## src/rtl/pc_sequencer.sv

```systemverilog
// pc_sequencer: program counter for the multicycle datapath.
// Updates the PC on control PC-write strobes (step, branch, jump, call, return),
// with a RUN/HALT state machine. Define PC_RAS_EN to build the return-address
// stack; without it, call behaves as jmp and ret is ignored.
module pc_sequencer #(
  parameter int N         = 5,
  parameter int STEP      = 1,
  parameter int RESET_VEC = 0,
  parameter int RAS_DEPTH = 4
) (
  input  logic         CLK,
  input  logic         RST,
  input  logic         pc_en,
  input  logic         br_take,
  input  logic [N-1:0] br_target,
  input  logic         jmp,
  input  logic         call,
  input  logic [N-1:0] jmp_target,
  input  logic         ret,
  input  logic         halt_req,
  input  logic         resume,
  output logic [N-1:0] newp,
  output logic         halted,
  output logic         ras_empty,
  output logic         ras_full,
  output logic         ras_ovf,
  output logic         ras_unf
);

  localparam logic [N-1:0] STEP_N  = N'(STEP);
  localparam logic [N-1:0] RESET_N = N'(RESET_VEC);

  typedef enum logic {S_RUN = 1'b0, S_HALT = 1'b1} state_t;

  state_t       r_state, w_state_nxt;
  logic         w_upd;
  logic [N-1:0] r_pc, w_pc_nxt, w_pc_inc;

  assign w_pc_inc = r_pc + STEP_N;
  assign newp     = r_pc;
  assign halted   = (r_state == S_HALT);

  // State register
  always_ff @(posedge CLK) begin
    if (RST) r_state <= S_RUN;
    else     r_state <= w_state_nxt;
  end

  // Next state; a PC update is allowed only in RUN with no halt request
  always_comb begin
    w_state_nxt = r_state;
    w_upd       = 1'b0;
    case (r_state)
      S_RUN:  if (halt_req) w_state_nxt = S_HALT;
              else          w_upd       = pc_en;
      S_HALT: if (resume)   w_state_nxt = S_RUN;
      default: w_state_nxt = S_RUN;
    endcase
  end

  // PC register
  always_ff @(posedge CLK) begin
    if (RST) r_pc <= RESET_N;
    else     r_pc <= w_pc_nxt;
  end

`ifdef PC_RAS_EN
  localparam int PW = $clog2(RAS_DEPTH);

  logic [N-1:0] r_ras [RAS_DEPTH];
  logic [PW-1:0] r_top, w_top_inc;
  logic [PW:0]   r_cnt;
  logic          r_ovf, r_unf;
  logic          w_push, w_pop, w_unf_set;

  assign w_top_inc = r_top + 1'b1;
  assign ras_empty = (r_cnt == '0);
  assign ras_full  = (r_cnt == (PW+1)'(RAS_DEPTH));
  assign ras_ovf   = r_ovf;
  assign ras_unf   = r_unf;

  // Next PC and stack actions, first match wins: ret, call, jmp, branch, step
  always_comb begin
    w_pc_nxt  = r_pc;
    w_push    = 1'b0;
    w_pop     = 1'b0;
    w_unf_set = 1'b0;
    if (w_upd) begin
      if (ret) begin
        if (!ras_empty) begin
          w_pc_nxt = r_ras[r_top];
          w_pop    = 1'b1;
        end else begin
          w_pc_nxt  = w_pc_inc;
          w_unf_set = 1'b1;
        end
      end else if (call) begin
        w_pc_nxt = jmp_target;
        w_push   = 1'b1;
      end else if (jmp)     w_pc_nxt = jmp_target;
      else if (br_take)     w_pc_nxt = br_target;
      else                  w_pc_nxt = w_pc_inc;
    end
  end

  // Circular stack: a push when full overwrites the oldest slot, count saturates
  always_ff @(posedge CLK) begin
    if (RST) begin
      r_top <= '0;
      r_cnt <= '0;
      r_ovf <= 1'b0;
      r_unf <= 1'b0;
    end else begin
      if (w_push) begin
        r_top            <= w_top_inc;
        r_ras[w_top_inc] <= w_pc_inc;
        if (ras_full) r_ovf <= 1'b1;
        else          r_cnt <= r_cnt + 1'b1;
      end
      if (w_pop) begin
        r_top <= r_top - 1'b1;
        r_cnt <= r_cnt - 1'b1;
      end
      if (w_unf_set) r_unf <= 1'b1;
    end
  end
`else
  logic w_unused_ret;
  assign w_unused_ret = ret;

  assign ras_empty = 1'b1;
  assign ras_full  = 1'b0;
  assign ras_ovf   = 1'b0;
  assign ras_unf   = 1'b0;

  // Next PC without a stack: call is a plain jump
  always_comb begin
    w_pc_nxt = r_pc;
    if (w_upd) begin
      if (call || jmp) w_pc_nxt = jmp_target;
      else if (br_take) w_pc_nxt = br_target;
      else              w_pc_nxt = w_pc_inc;
    end
  end
`endif

endmodule
```

## config.mk

```make
export PLATFORM = sky130hd
export DESIGN_NAME = pc_sequencer
export DESIGN_NICKNAME = d
export VERILOG_FILES = /design/src/rtl/pc_sequencer.sv
export SDC_FILE = /design/constraint.sdc
export NUM_CORES = 1
export LEC_CHECK = 0
export ABC_CLOCK_PERIOD_IN_PS = 1500
export CAP_MARGIN = 20
export CORE_AREA = 8 8 45 47
export DETAILED_ROUTE_END_ITERATION = 8
export DIE_AREA = 0 0 53 55
export HOLD_SLACK_MARGIN = 0.1
export PLACE_DENSITY = 0.77
export SYNTH_ARGS = -nofsm -noshare
export SYNTH_HDL_FRONTEND = slang
export SYNTH_SLANG_ARGS = --single-unit
```

## constraint.sdc

```tcl
create_clock -name CLK -period 1.5 [get_ports CLK]
set_clock_uncertainty 0.1 [all_clocks]
set_input_delay 0.225 -clock CLK [delete_from_list [all_inputs] [get_ports CLK]]
set_output_delay 0.225 -clock CLK [all_outputs]
set_load 0.01 [all_outputs]
```

Yosys cells after proc, flatten, opt, wreduce, memory -nomap -nowiden. Index checks and enable logic that the tools add are counted. W data, S select, Z words.

Bits in registers: 6. Input bits: 19. Output and inout port bits: 10. Word-level logic and storage cells: 12.

Add/sub/neg operators: 1. Mux-type cells: 7. Bitwise operators: 1. Reduce and logical (&&, ||, !) cells: 1.

Operator list (count): $mux W5 (2); $add A5 B1 Y5 const B (1); $mux W1 (4); $pmux W1 S2 (1); $logic_or A1 B1 Y1 (1); $not A1 Y1 (1).

Logic depth before layout (Yosys ltp). Gate-level depths: netlist of run 1.

Word-level depth: 3. Mapped depth: 5. Gate-level depth less buffers: 5.

Least setup slack after synthesis of run 1. OpenSTA, ideal clock, no wires.

Path kind: register -> register. Start point: reg r_pc[0], in the netlist newp[0]. End point: reg r_pc[4], in the netlist newp[4]. Arrival time: 1.124 ns. Setup slack: 0.185 ns. Stages on the path, launching flop included: 6. Path buffers: 0. Period minus slack after synthesis: 1.315 ns. Cells stage by stage: dfxtp_1 ha_1 nand3_1 xnor2_1 o21ai_1 a311oi_1.

Longest elaborated chain between the ends: 3.

RTL lines: start: declaration (line 37) `logic [N-1:0] r_pc, w_pc_nxt, w_pc_inc;`; start signal: assignment (line 64) `else r_pc <= w_pc_nxt;`; $add A5 B1 Y5 (line 39) `assign w_pc_inc = r_pc + STEP_N;`; $mux W5 (line 141) `else if (br_take) w_pc_nxt = br_target;`; $mux W5 (line 140) `if (call || jmp) w_pc_nxt = jmp_target;`.

No other way between the ends. A chain may end at the register's enable or synchronous reset.

Worst setup path in the final report of run 1.
Start point: reg r_pc[2], in the netlist newp[2]. End point: out newp[2].

RTL lines: end: declaration (line 22) `output logic [N-1:0] newp,`.

No word-level cell between the ends.

==> summary.md, run 1 <==
| Metric | Value |
|---|---|
| Status | `completed` |
| Adder-cell area share of the yosys netlist | `under 10%` |
| Peak VDD IR | `roughly 0.00040 V` |
| Flops & latches, synth | `6` |
| Fin crit period | `between 1000 and 1500 ps` |
| Depth of the most critical reg-to-reg path | `5` |
| Required @ worst endpoint | `~1200 ps` |
| Distinct cells, synth | `19` |
| Post-Syn Instances | `52` |
| Placement Setup Slack | `-132 ps` |
| Crit-path slowest cell | `clkdlybuf4s50_1` |
| PwrDens | `~700 nW/um^2` |
| Final hold slack | `about 410 ps` |
| Sink Count | `6` |
| IO Count | `29` |
| Final nets | `just over 100` |
| Reg-to-reg endpoint | `newp[4]$_SDFFE_PP0P_` |
| Max Clk Rate | `0.701 GHz` |
| WL per Instance | `roughly 12 um` |
| Number of antenna violations at the first check in global routing | `0` |
| Root buffer cell | `clkbuf_4` |
| Post-synthesis mux area share | `around 7.2%` |
| Post-DP HPWL | `916 um` |
| Seq pwr share | `38.9%` |
| First-pass GRT wire length | `1.79 mm` |
| Ys Warns | `0` |
| Leakage power | `0.294 nW` |
| Max Root-Sink Buffers | `2` |
| Drc violations | `0` |
| Setup violators final | `0` |
| Synth Cell Area | `roughly 420 um^2` |
| Starting density of the core | `a little over 30%` |
| I/O Buffers | `23` |
| CP arrival | `~1100 ps` |
| Switching Power | `around 0.12 mW` |
| H-tree Lvls | `1` |
| Ys flop type | `dfxtp_1` |
| Final Hold Viols | `0` |
| Crit path setup slack, layout | `between 70 and 80 ps` |
| Clk_lat worst skew | `around 250 ps` |
| Combinational power share | `28.5%` |
| CP max stage delay | `approximately 540 ps` |
| Largest family of logic cells by synthesized area | `simple AND/OR/NAND/NOR gates` |
| Die Width | `roughly 53 um` |
| Crit Path Class | `register to output pin` |
| Vias in the first global route | `approximately 430` |
| Max Cap Viol | `0` |
| Total power | `roughly 0.46 mW` |
| Syn_area_per_cell | `approximately 8.1 um^2` |
| Wirelength, routed | `around 1.1 mm` |
| Clock power frac | `32.6%` |
| Hold worst-path end | `newp[1]$_SDFFE_PP0P_` |
| Async S/R FF share, synth | `0%` |
| Post-Synth Simple-Gate Area | `approximately a fifth` |
| WP buf/inv | `1` |
| P_int | `roughly 0.34 mW` |
| TritonCTS buffer count | `3` |
| Startpoint of the lowest-slack hold path | `newp[1]$_SDFFE_PP0P_` |
| CP startpoint | `newp[2]$_SDFFE_PP0P_` |
| Share of cells above drive strength 1 | `11.4%` |
| Post-synth EDFFs | `0` |
| Post-CTS Setup Repair Bufs | `0` |
| Avg Vias per Cell | `around 4.5` |
| DR iter-0 viols | `3` |
| Layout area overhead | `62.7%` |
| Seq/Total Area, Yosys | `between 20% and 30%` |
| Synth Area in Compound Gates | `between 10% and 20%` |
| Core footprint | `about 1400 um^2` |
| Vias | `roughly 430` |
| R2R Setup Slk | `around 140 ps` |
| Largest net degree at the start of global routing | `10` |
| Crit path max fanout | `2` |
| Number of diodes | `0` |
| Placer Congestion | `approximately 0.78` |
| Remaining global-route overflow | `0` |
| Gr usage total | `a little over 8%` |
| Min-Delay Path Class | `register to register` |
| Most common cell after layout, fill and taps aside | `clkdlybuf4s50_1` |
| TritonCTS clock tree | `done` |
| Final ANT Viol Nets | `0` |
| CP top delay family | `buffers and inverters` |
| Worst hold stages | `2` |
| Critical Path, Cell by Cell | `clkdlybuf4s50_1` |
| CP startpoint kind | `register` |
| Die span in y | `~55 um` |
| CP endpoint kind | `output pin` |
| Std cell rows | `14` |
| Die ar. | `2920 um^2` |
| Fin. max-slew vios | `0` |
| Synth Area in XOR/XNOR | `approximately 6.3%` |
| Net Sw Frac | `26.2%` |
| RSZ-0062 raised after global routing | `false` |
| Clock slew at reported path FFs | `approximately 50 ps` |
| Drt pass-1 iters | `2` |
| Commonest non-fill, non-tap cells in the layout | `clkdlybuf4s50_1, dfxtp_1, nand2_1, nor2_1, dlygate4sd2_1` |
| R2r startpoint | `newp[0]$_SDFFE_PP0P_` |
| Crit share post-route | `95.1%` |
stage by stage:
| stage | setup TNS (ps) | std cells | area, um^2 | utilization [%] |
|---|---|---|---|---|
| after floorplan | 0 | 54 | 427 | - |
| after global placement | -162 | 92 | 666 | 48.1 |
| after detailed placement | -344 | 92 | 666 | 48.1 |
| after CTS | 0 | 95 | 682 | 49.3 |
| after global routing | 0 | 95 | 682 | 49.3 |
| final | 0 | 95 | 682 | 49.3 |
cell families after synthesis:
| logic type | Yosys count |
|---|---|
| AOI/OAI and AO/OA | 13 |
| xor gates and xnor gates | 3 |
| adders and majority gates | 1 |
| buffers and inverters | 8 |
| DFF | 6 |
| muxes | 3 |
| other | 2 |
| and+or+nand+nor | 16 |
flip-flops by register name (all words and copies together) (netlist names):
name and flops:
newp 5, halted 1
synthesized netlist by cell type, drive strengths merged, types with 2 or more instances:
library cell | n | area share [%]
dfxtp | 6 | 29
buf | 5 | 9.9
nand2 | 5 | 4.5
nor2 | 5 | 4.5
a21oi | 4 | 4.8
inv | 3 | 2.7
mux2i | 3 | 7.2
o211ai | 3 | 5.4
o21ai | 3 | 3.6
xnor2 | 3 | 6.3
a311oi | 2 | 4.2
conb | 2 | 1.8
nand2b | 2 | 3.0
nand3 | 2 | 2.4
area by class of cell:
cell class	instances	area, um^2
flip-flops and latches	6	120
repair buffers	27	254
well taps	16	20.0
inverters	3	11.3
fillers	146	702
clock buffers	3	22.5
multi-input cells	40	254
what timing repair did:
action                                  CTS  global route
endpoints found under the setup margin    5             0
resized for setup                         5             0
hold buffers                              0             0
worst max-delay path by stage:
stage                                end  depth (start not counted)
floorplan           newp[4]$_SDFFE_PP0P_                          5
global placement    newp[1]$_SDFFE_PP0P_                          5
detailed placement  newp[3]$_SDFFE_PP0P_                          5
CTS                              newp[2]                          1
global route                     newp[2]                          1
finish                           newp[2]                          1
layer usage:
layer,share of wire (%),GRT usage [%]
met1,45,9.42
met2,45,12.5
met3,8.6,3.21
met4,1.6,5.17
met5,0,0
worst min-delay path: stages, from the launching register on:
cell      delay [ps]
dfxtp_1          330
nand2b_1          80
a21oi_1           60
power by group through the flow:
stage,logic [mW],clock network [mW],registers [mW]
2_1_floorplan,0.0591,0,0.189
3_3_place_gp,0.137,0,0.183
3_5_place_dp,0.139,0,0.184
4_1_cts,0.134,0.159,0.181
5_1_grt,0.145,0.168,0.182
6_report,0.132,0.151,0.181
Power figures use the tool's default switching activity.
==> inputs of run 2 (changes only) <==
--- a/config.mk
+++ b/config.mk
@@ -11,7 +11,8 @@
 export DETAILED_ROUTE_END_ITERATION = 8
 export DIE_AREA = 0 0 53 55
 export HOLD_SLACK_MARGIN = 0.1
-export PLACE_DENSITY = 0.77
+export PLACE_DENSITY = 0.73
+export RECOVER_POWER = 100
 export SYNTH_ARGS = -nofsm -noshare
 export SYNTH_HDL_FRONTEND = slang
 export SYNTH_SLANG_ARGS = --single-unit
==> run 2 against run 1 <==
- sequential power is essentially flat
- worst hold slack improved by 1.6 ps
- core utilization rose by 0.090 points
- die area is the same
- worst setup slack got worse by 6.0 ps
==> summary.md, run 2 (synthesis results as in run 1) <==
| Metric | Value |
|---|---|
| Leakage power | `0.289 nW (-1.4%)` |
| CP max stage delay | `540 ps (about the same)` |
| Net Sw Frac | `25.9% (-0.37 points)` |
| Combinational power share | `28.5% (about the same)` |
| Max reg flops | `5 (unchanged)` |
| Crit path max fanout | `2 (unchanged)` |
| Largest net degree at the start of global routing | `10 (unchanged)` |
| DR iter-0 viols | `8 (+5)` |
| H-tree Lvls | `1 (unchanged)` |
| Status | `completed` |
| DP Cell Count | `92 (unchanged)` |
| Share of cells above drive strength 1 | `11.4% (unchanged)` |
| Post-DP HPWL | `897 um (-2.1%)` |
| WL per Instance | `11.4 um (-1.3%)` |
| Final ANT Viol Nets | `0 (unchanged)` |
| Gr usage total | `8.22% (+0.022 points)` |
| Clock power frac | `32.3% (-0.3 points)` |
| IO Count | `29 (unchanged)` |
| Seq pwr share | `39.1% (+0.2 points)` |
| Setup violators final | `0 (unchanged)` |
| Min-Delay Path Class | `register to register` |
| I/O Buffers | `23 (unchanged)` |
| Crit path setup slack, layout | `67.5 ps (-6.01 ps)` |
| Fin. max-slew vios | `0 (unchanged)` |
| TritonCTS buffer count | `3 (unchanged)` |
| Number of diodes | `0 (unchanged)` |
| Commonest non-fill, non-tap cells in the layout | `clkdlybuf4s50_1, dfxtp_1, nand2_1, nor2_1` |
| Crit share post-route | `95.5% (+0.40 points)` |
| Critical Path, Cell by Cell | `clkdlybuf4s50_1` |
| Root buffer cell | `clkbuf_4` |
| Fin crit period | `1430 ps (+6.01 ps)` |
| Final nets | `101 (unchanged)` |
| PwrDens | `675 nW/um^2 (-0.76%)` |
| Die ar. | `2920 um^2 (unchanged)` |
| CP top delay family | `buffers and inverters` |
| Peak VDD IR | `0.000380 V (-4.6%)` |
| Layout area overhead | `63.0%` |
| Crit-path slowest cell | `clkdlybuf4s50_1` |
| Placer Congestion | `0.798 (+2.7%)` |
| Final Hold Viols | `0 (unchanged)` |
| Required @ worst endpoint | `1170 ps (about the same)` |
| TritonCTS clock tree | `done` |
| Starting density of the core | `30.3% (unchanged)` |
| RSZ-0062 raised after global routing | `false` |
| Vias in the first global route | `464 (+6.9%)` |
| Hold-fix buffers, CTS | `0 (unchanged)` |
| Die span in y | `55 um (unchanged)` |
| Core footprint | `1380 um^2 (unchanged)` |
| CP startpoint kind | `register` |
| Clk_lat worst skew | `240 ps (about the same)` |
| Drc violations | `0 (unchanged)` |
| Setup TNS | `0 ps (unchanged)` |
| Placement Setup Slack | `-120 ps (+11.4 ps)` |
| Final Non-Filler Cells | `95 (unchanged)` |
| CP arrival | `1110 ps (about the same)` |
| Wirelength, routed | `1.08 mm (-1.3%)` |
| Number of antenna violations at the first check in global routing | `0 (unchanged)` |
| Remaining global-route overflow | `0 (unchanged)` |
| WP buf/inv | `1 (unchanged)` |
| Die Width | `53 um (unchanged)` |
| Switching Power | `0.119 mW (-2.0%)` |
| Max Root-Sink Buffers | `2 (unchanged)` |
| Drt pass-1 iters | `3 (+1)` |
| CP endpoint kind | `output pin` |
| P_int | `0.342 mW (about the same)` |
| Most common cell after layout, fill and taps aside | `clkdlybuf4s50_1` |
| Max Clk Rate | `0.698 GHz (-0.42%)` |
| First-pass GRT wire length | `1.77 mm (-0.78%)` |
| Clock slew at reported path FFs | `50 ps (about the same)` |
| Std cell rows | `14 (unchanged)` |
| Sink Count | `6 (unchanged)` |
| Vias | `430 (+0.23%)` |
| Max Cap Viol | `0 (unchanged)` |
| Crit Path Class | `register to output pin` |
| Final hold slack | `414 ps (+1.64 ps)` |
| Post-CTS Setup Repair Bufs | `0 (unchanged)` |
| Avg Vias per Cell | `4.53 (+0.23%)` |
[run 2: stage by stage]
| stage | area (um^2) | total power, mW | util, % |
|---|---|---|---|
| floorplan | 427 | 0.248 | - |
| global placement | 666 | 0.320 | 48.1 |
| detailed placement | 666 | 0.323 | 48.1 |
| CTS | 683 | 0.474 | 49.4 |
| global route | 683 | 0.492 | 49.4 |
| finish | 683 | 0.461 | 49.4 |
[run 2: final cells by class]
cell class | count | area (um^2)
inverters | 3 | 11.3
fillers | 157 | 701
clock buffers | 3 | 22.5
multi-input cells | 40 | 254
repair buffers | 27 | 255
well taps | 16 | 20.0
flip-flops and latches | 6 | 120
[run 2: final timing paths]
path	start	endpoint	slack (ps)	cells after the start
worst max-delay path	newp[2]$_SDFFE_PP0P_	newp[2]	70	1
worst min-delay path	newp[1]$_SDFFE_PP0P_	newp[1]$_SDFFE_PP0P_	410	2
worst max register to register	newp[0]$_SDFFE_PP0P_	newp[2]$_SDFFE_PP0P_	160	5
worst min register to register	newp[1]$_SDFFE_PP0P_	newp[1]$_SDFFE_PP0P_	410	2
[run 2: timing repair]
action	4_1_cts	5_1_grt
endpoints found under the hold margin	0	0
gates resized for setup	4	1
setup endpoints to repair	4	1
cloned	0	0
[run 2: metal layers]
layer,up-vias,GRT usage (%),routed length (um)
li1,226,-,-
met1,185,7.66,453
met2,19,14.5,498
met3,0,5.88,127
met4,0,1.72,0
met5,-,0,0
[run 2: power groups by stage]
stage	combinational, mW	sequential (mW)	clock (mW)
CTS	0.135	0.181	0.158
global placement	0.137	0.184	0
floorplan	0.0591	0.189	0
finish	0.132	0.181	0.149
detailed placement	0.139	0.184	0
global route	0.145	0.182	0.165
==> inputs of run 3 (changes only) <==
--- a/config.mk
+++ b/config.mk
@@ -6,10 +6,10 @@
 export NUM_CORES = 1
 export LEC_CHECK = 0
 export ABC_CLOCK_PERIOD_IN_PS = 1500
-export CAP_MARGIN = 20
-export CORE_AREA = 8 8 45 47
+export CAP_MARGIN = 15
+export CORE_AREA = 3 3 40 42
 export DETAILED_ROUTE_END_ITERATION = 8
-export DIE_AREA = 0 0 53 55
+export DIE_AREA = 0 0 43 45
 export HOLD_SLACK_MARGIN = 0.1
 export PLACE_DENSITY = 0.73
 export RECOVER_POWER = 100
==> run 3 against run 2 <==
- first-iteration DRC count is 75% lower
- global-route usage rose by 0.96 points
- sequential share of layout area up 0.18 points
- final area is the same
- count of clock-buffer cells in the layout stayed put
- critical path type is now primary input to register
- largest power group unchanged
==> summary.md, run 3 (synthesis results as in run 1) <==
| Metric | Value |
|---|---|
| Min-Delay Path Class | `register to register` |
| # fillers | `133 (-15%)` |
| Wirelength, routed | `943 um (-13%)` |
| I/O Buffers | `23 (unchanged)` |
| Remaining global-route overflow | `0 (unchanged)` |
| Die ar. | `1940 um^2 (-34%)` |
| Crit Path Class | `primary input to register` |
| WL per Instance | `10.0 um (-12%)` |
| IO Count | `29 (unchanged)` |
| Multi-input logic area | `254 um^2 (unchanged)` |
| Max Clk Rate | `0.711 GHz (+1.9%)` |
| Post-CTS Setup Repair Bufs | `0 (unchanged)` |
| Root buffer cell | `clkbuf_4` |
| Required @ worst endpoint | `1510 ps (+340 ps)` |
| DP Cell Count | `91 (-1.1%)` |
| CP startpoint kind | `primary input` |
| CP max stage delay | `720 ps (+180 ps)` |
| Core footprint | `1280 um^2 (-7.1%)` |
| Placed cell area | `664 um^2 (-0.19%)` |
| Drt pass-1 iters | `4 (+1)` |
| Peak VDD IR | `0.000326 V (-14%)` |
| TritonCTS buffer count | `3 (unchanged)` |
| RSZ-0062 raised after global routing | `false` |
| Std cell rows | `13 (-1)` |
| Sink Count | `6 (unchanged)` |
| Vias | `419 (-2.6%)` |
| Fin crit period | `1410 ps (-26.3 ps)` |
| Layout area overhead | `63.0% (unchanged)` |
| Share of cells above drive strength 1 | `12.7% (+1.3 points)` |
| Gr usage total | `9.17% (+0.96 points)` |
| Final ANT Viol Nets | `0 (unchanged)` |
| Crit-path slowest cell | `dlygate4sd3_1` |
| CP endpoint kind | `register` |
| Post-route cell area | `683 um^2 (unchanged)` |
| Max reg flops | `5 (unchanged)` |
| Crit share post-route | `93.7% (-1.8 points)` |
| Number of antenna violations at the first check in global routing | `0 (unchanged)` |
| Register Area | `121 um^2 (+1.0%)` |
| Most common cell after layout, fill and taps aside | `clkdlybuf4s50_1` |
| Status | `completed` |
| First-pass GRT wire length | `1.38 mm (-22%)` |
| Fin. max-slew vios | `0 (unchanged)` |
| Die Width | `43 um (-19%)` |
| Placer Congestion | `0.762 (-4.5%)` |
| Clk_lat worst skew | `240 ps (about the same)` |
| Largest net degree at the start of global routing | `10 (unchanged)` |
| DR iter-0 viols | `2 (-6)` |
| PwrDens | `665 nW/um^2 (-1.5%)` |
| Crit path max fanout | `9 (+7)` |
| Final nets | `101 (unchanged)` |
| Critical Path, Cell by Cell | `dlygate4sd3_1 > mux2i_1 > nand2_1 > o211ai_1 > a21oi_1` |
| Max Cap Viol | `0 (unchanged)` |
| Leakage power | `0.289 nW (about the same)` |
| Post-DP HPWL | `820 um (-8.6%)` |
| Drc violations | `0 (unchanged)` |
| Avg Vias per Cell | `4.46 (-1.5%)` |
| TritonCTS clock tree | `done` |
| Starting density of the core | `32.6% (+2.3 points)` |
| Setup violators final | `0 (unchanged)` |
| Number of diodes | `0 (unchanged)` |
| Vias in the first global route | `351 (-24%)` |
| Max Root-Sink Buffers | `2 (unchanged)` |
| H-tree Lvls | `1 (unchanged)` |
| CP arrival | `1420 ps (+310 ps)` |
| Final Non-Filler Cells | `94 (-1.1%)` |
| Commonest non-fill, non-tap cells in the layout | `clkdlybuf4s50_1, nand2_1, nor2_1, dfxtp_1` |
| Die span in y | `45 um (-18%)` |
| Final Hold Viols | `0 (unchanged)` |
| Clock slew at reported path FFs | `40 ps (about the same)` |
==> run 3: cell types whose count changed in the layout (fill, tap and decap cells not counted), sizes merged <==
cell | previous run | this run
clkdlybuf4s25 | 1 | 2
dlygate4sd3 | 1 | 2
clkdlybuf4s50 | 17 | 15
==> run 3: what timing repair did <==
item | 4_1_cts | 5_1_grt
gates resized for setup | 5 | 2
hold buffers | 0 | 0
endpoints found under the setup margin | 5 | 2
==> run 3: per-stage QoR <==
stage	TNS (ps)	worst slack (ps)	hold WS [ps]	total power [mW]	utilization, %
floorplan	0	185	194	0.248	-
finish	0	93.9	420	0.454	53.2
global route	0	35.1	449	0.479	53.2
global placement	-172	-64.6	407	0.319	51.7
detailed placement	-250	-77.2	417	0.321	51.7
CTS	0	24.5	430	0.462	53.2
==> run 3: power by group <==
group	internal (mW)	switching, mW	leakage (nW)
Clock	0.0902	0.0532	0.0138
Combinational	0.0800	0.0479	0.226
Sequential	0.171	0.0125	0.0497
Total	0.341	0.114	0.289
==> run 3: critical path, delay by kind of cell <==
kind,cells,cell delay [ps]
mux,1,220
simple gates,1,60
buf+inv,1,720
compound gates,2,180
==> run 3: layout make-up <==
cell class	count	area share [%]
Timing Repair Buffer	27	37.4
Multi-Input combinational cell	40	37.2
Sequential cell	6	17.8
Clock buffer	3	3.30
Tap cell	15	2.75
Inverter	3	1.65
==> run 3: worst paths after layout <==
path / from / endpoint / slack [ps] / depth (start not counted)
max reg2reg: newp[0]$_SDFFE_PP0P_ / newp[2]$_SDFFE_PP0P_ / 150 / 5
min: newp[1]$_SDFFE_PP0P_ / newp[1]$_SDFFE_PP0P_ / 420 / 2
max: br_take / newp[1]$_SDFFE_PP0P_ / 90 / 5
min reg2reg: newp[1]$_SDFFE_PP0P_ / newp[1]$_SDFFE_PP0P_ / 420 / 2
==> run 3: metal layers <==
metal,wire length (um),global-route usage (%)
met5,0,0
met4,0,0
met3,70,3.98
met2,472,16.2
met1,400,11.1
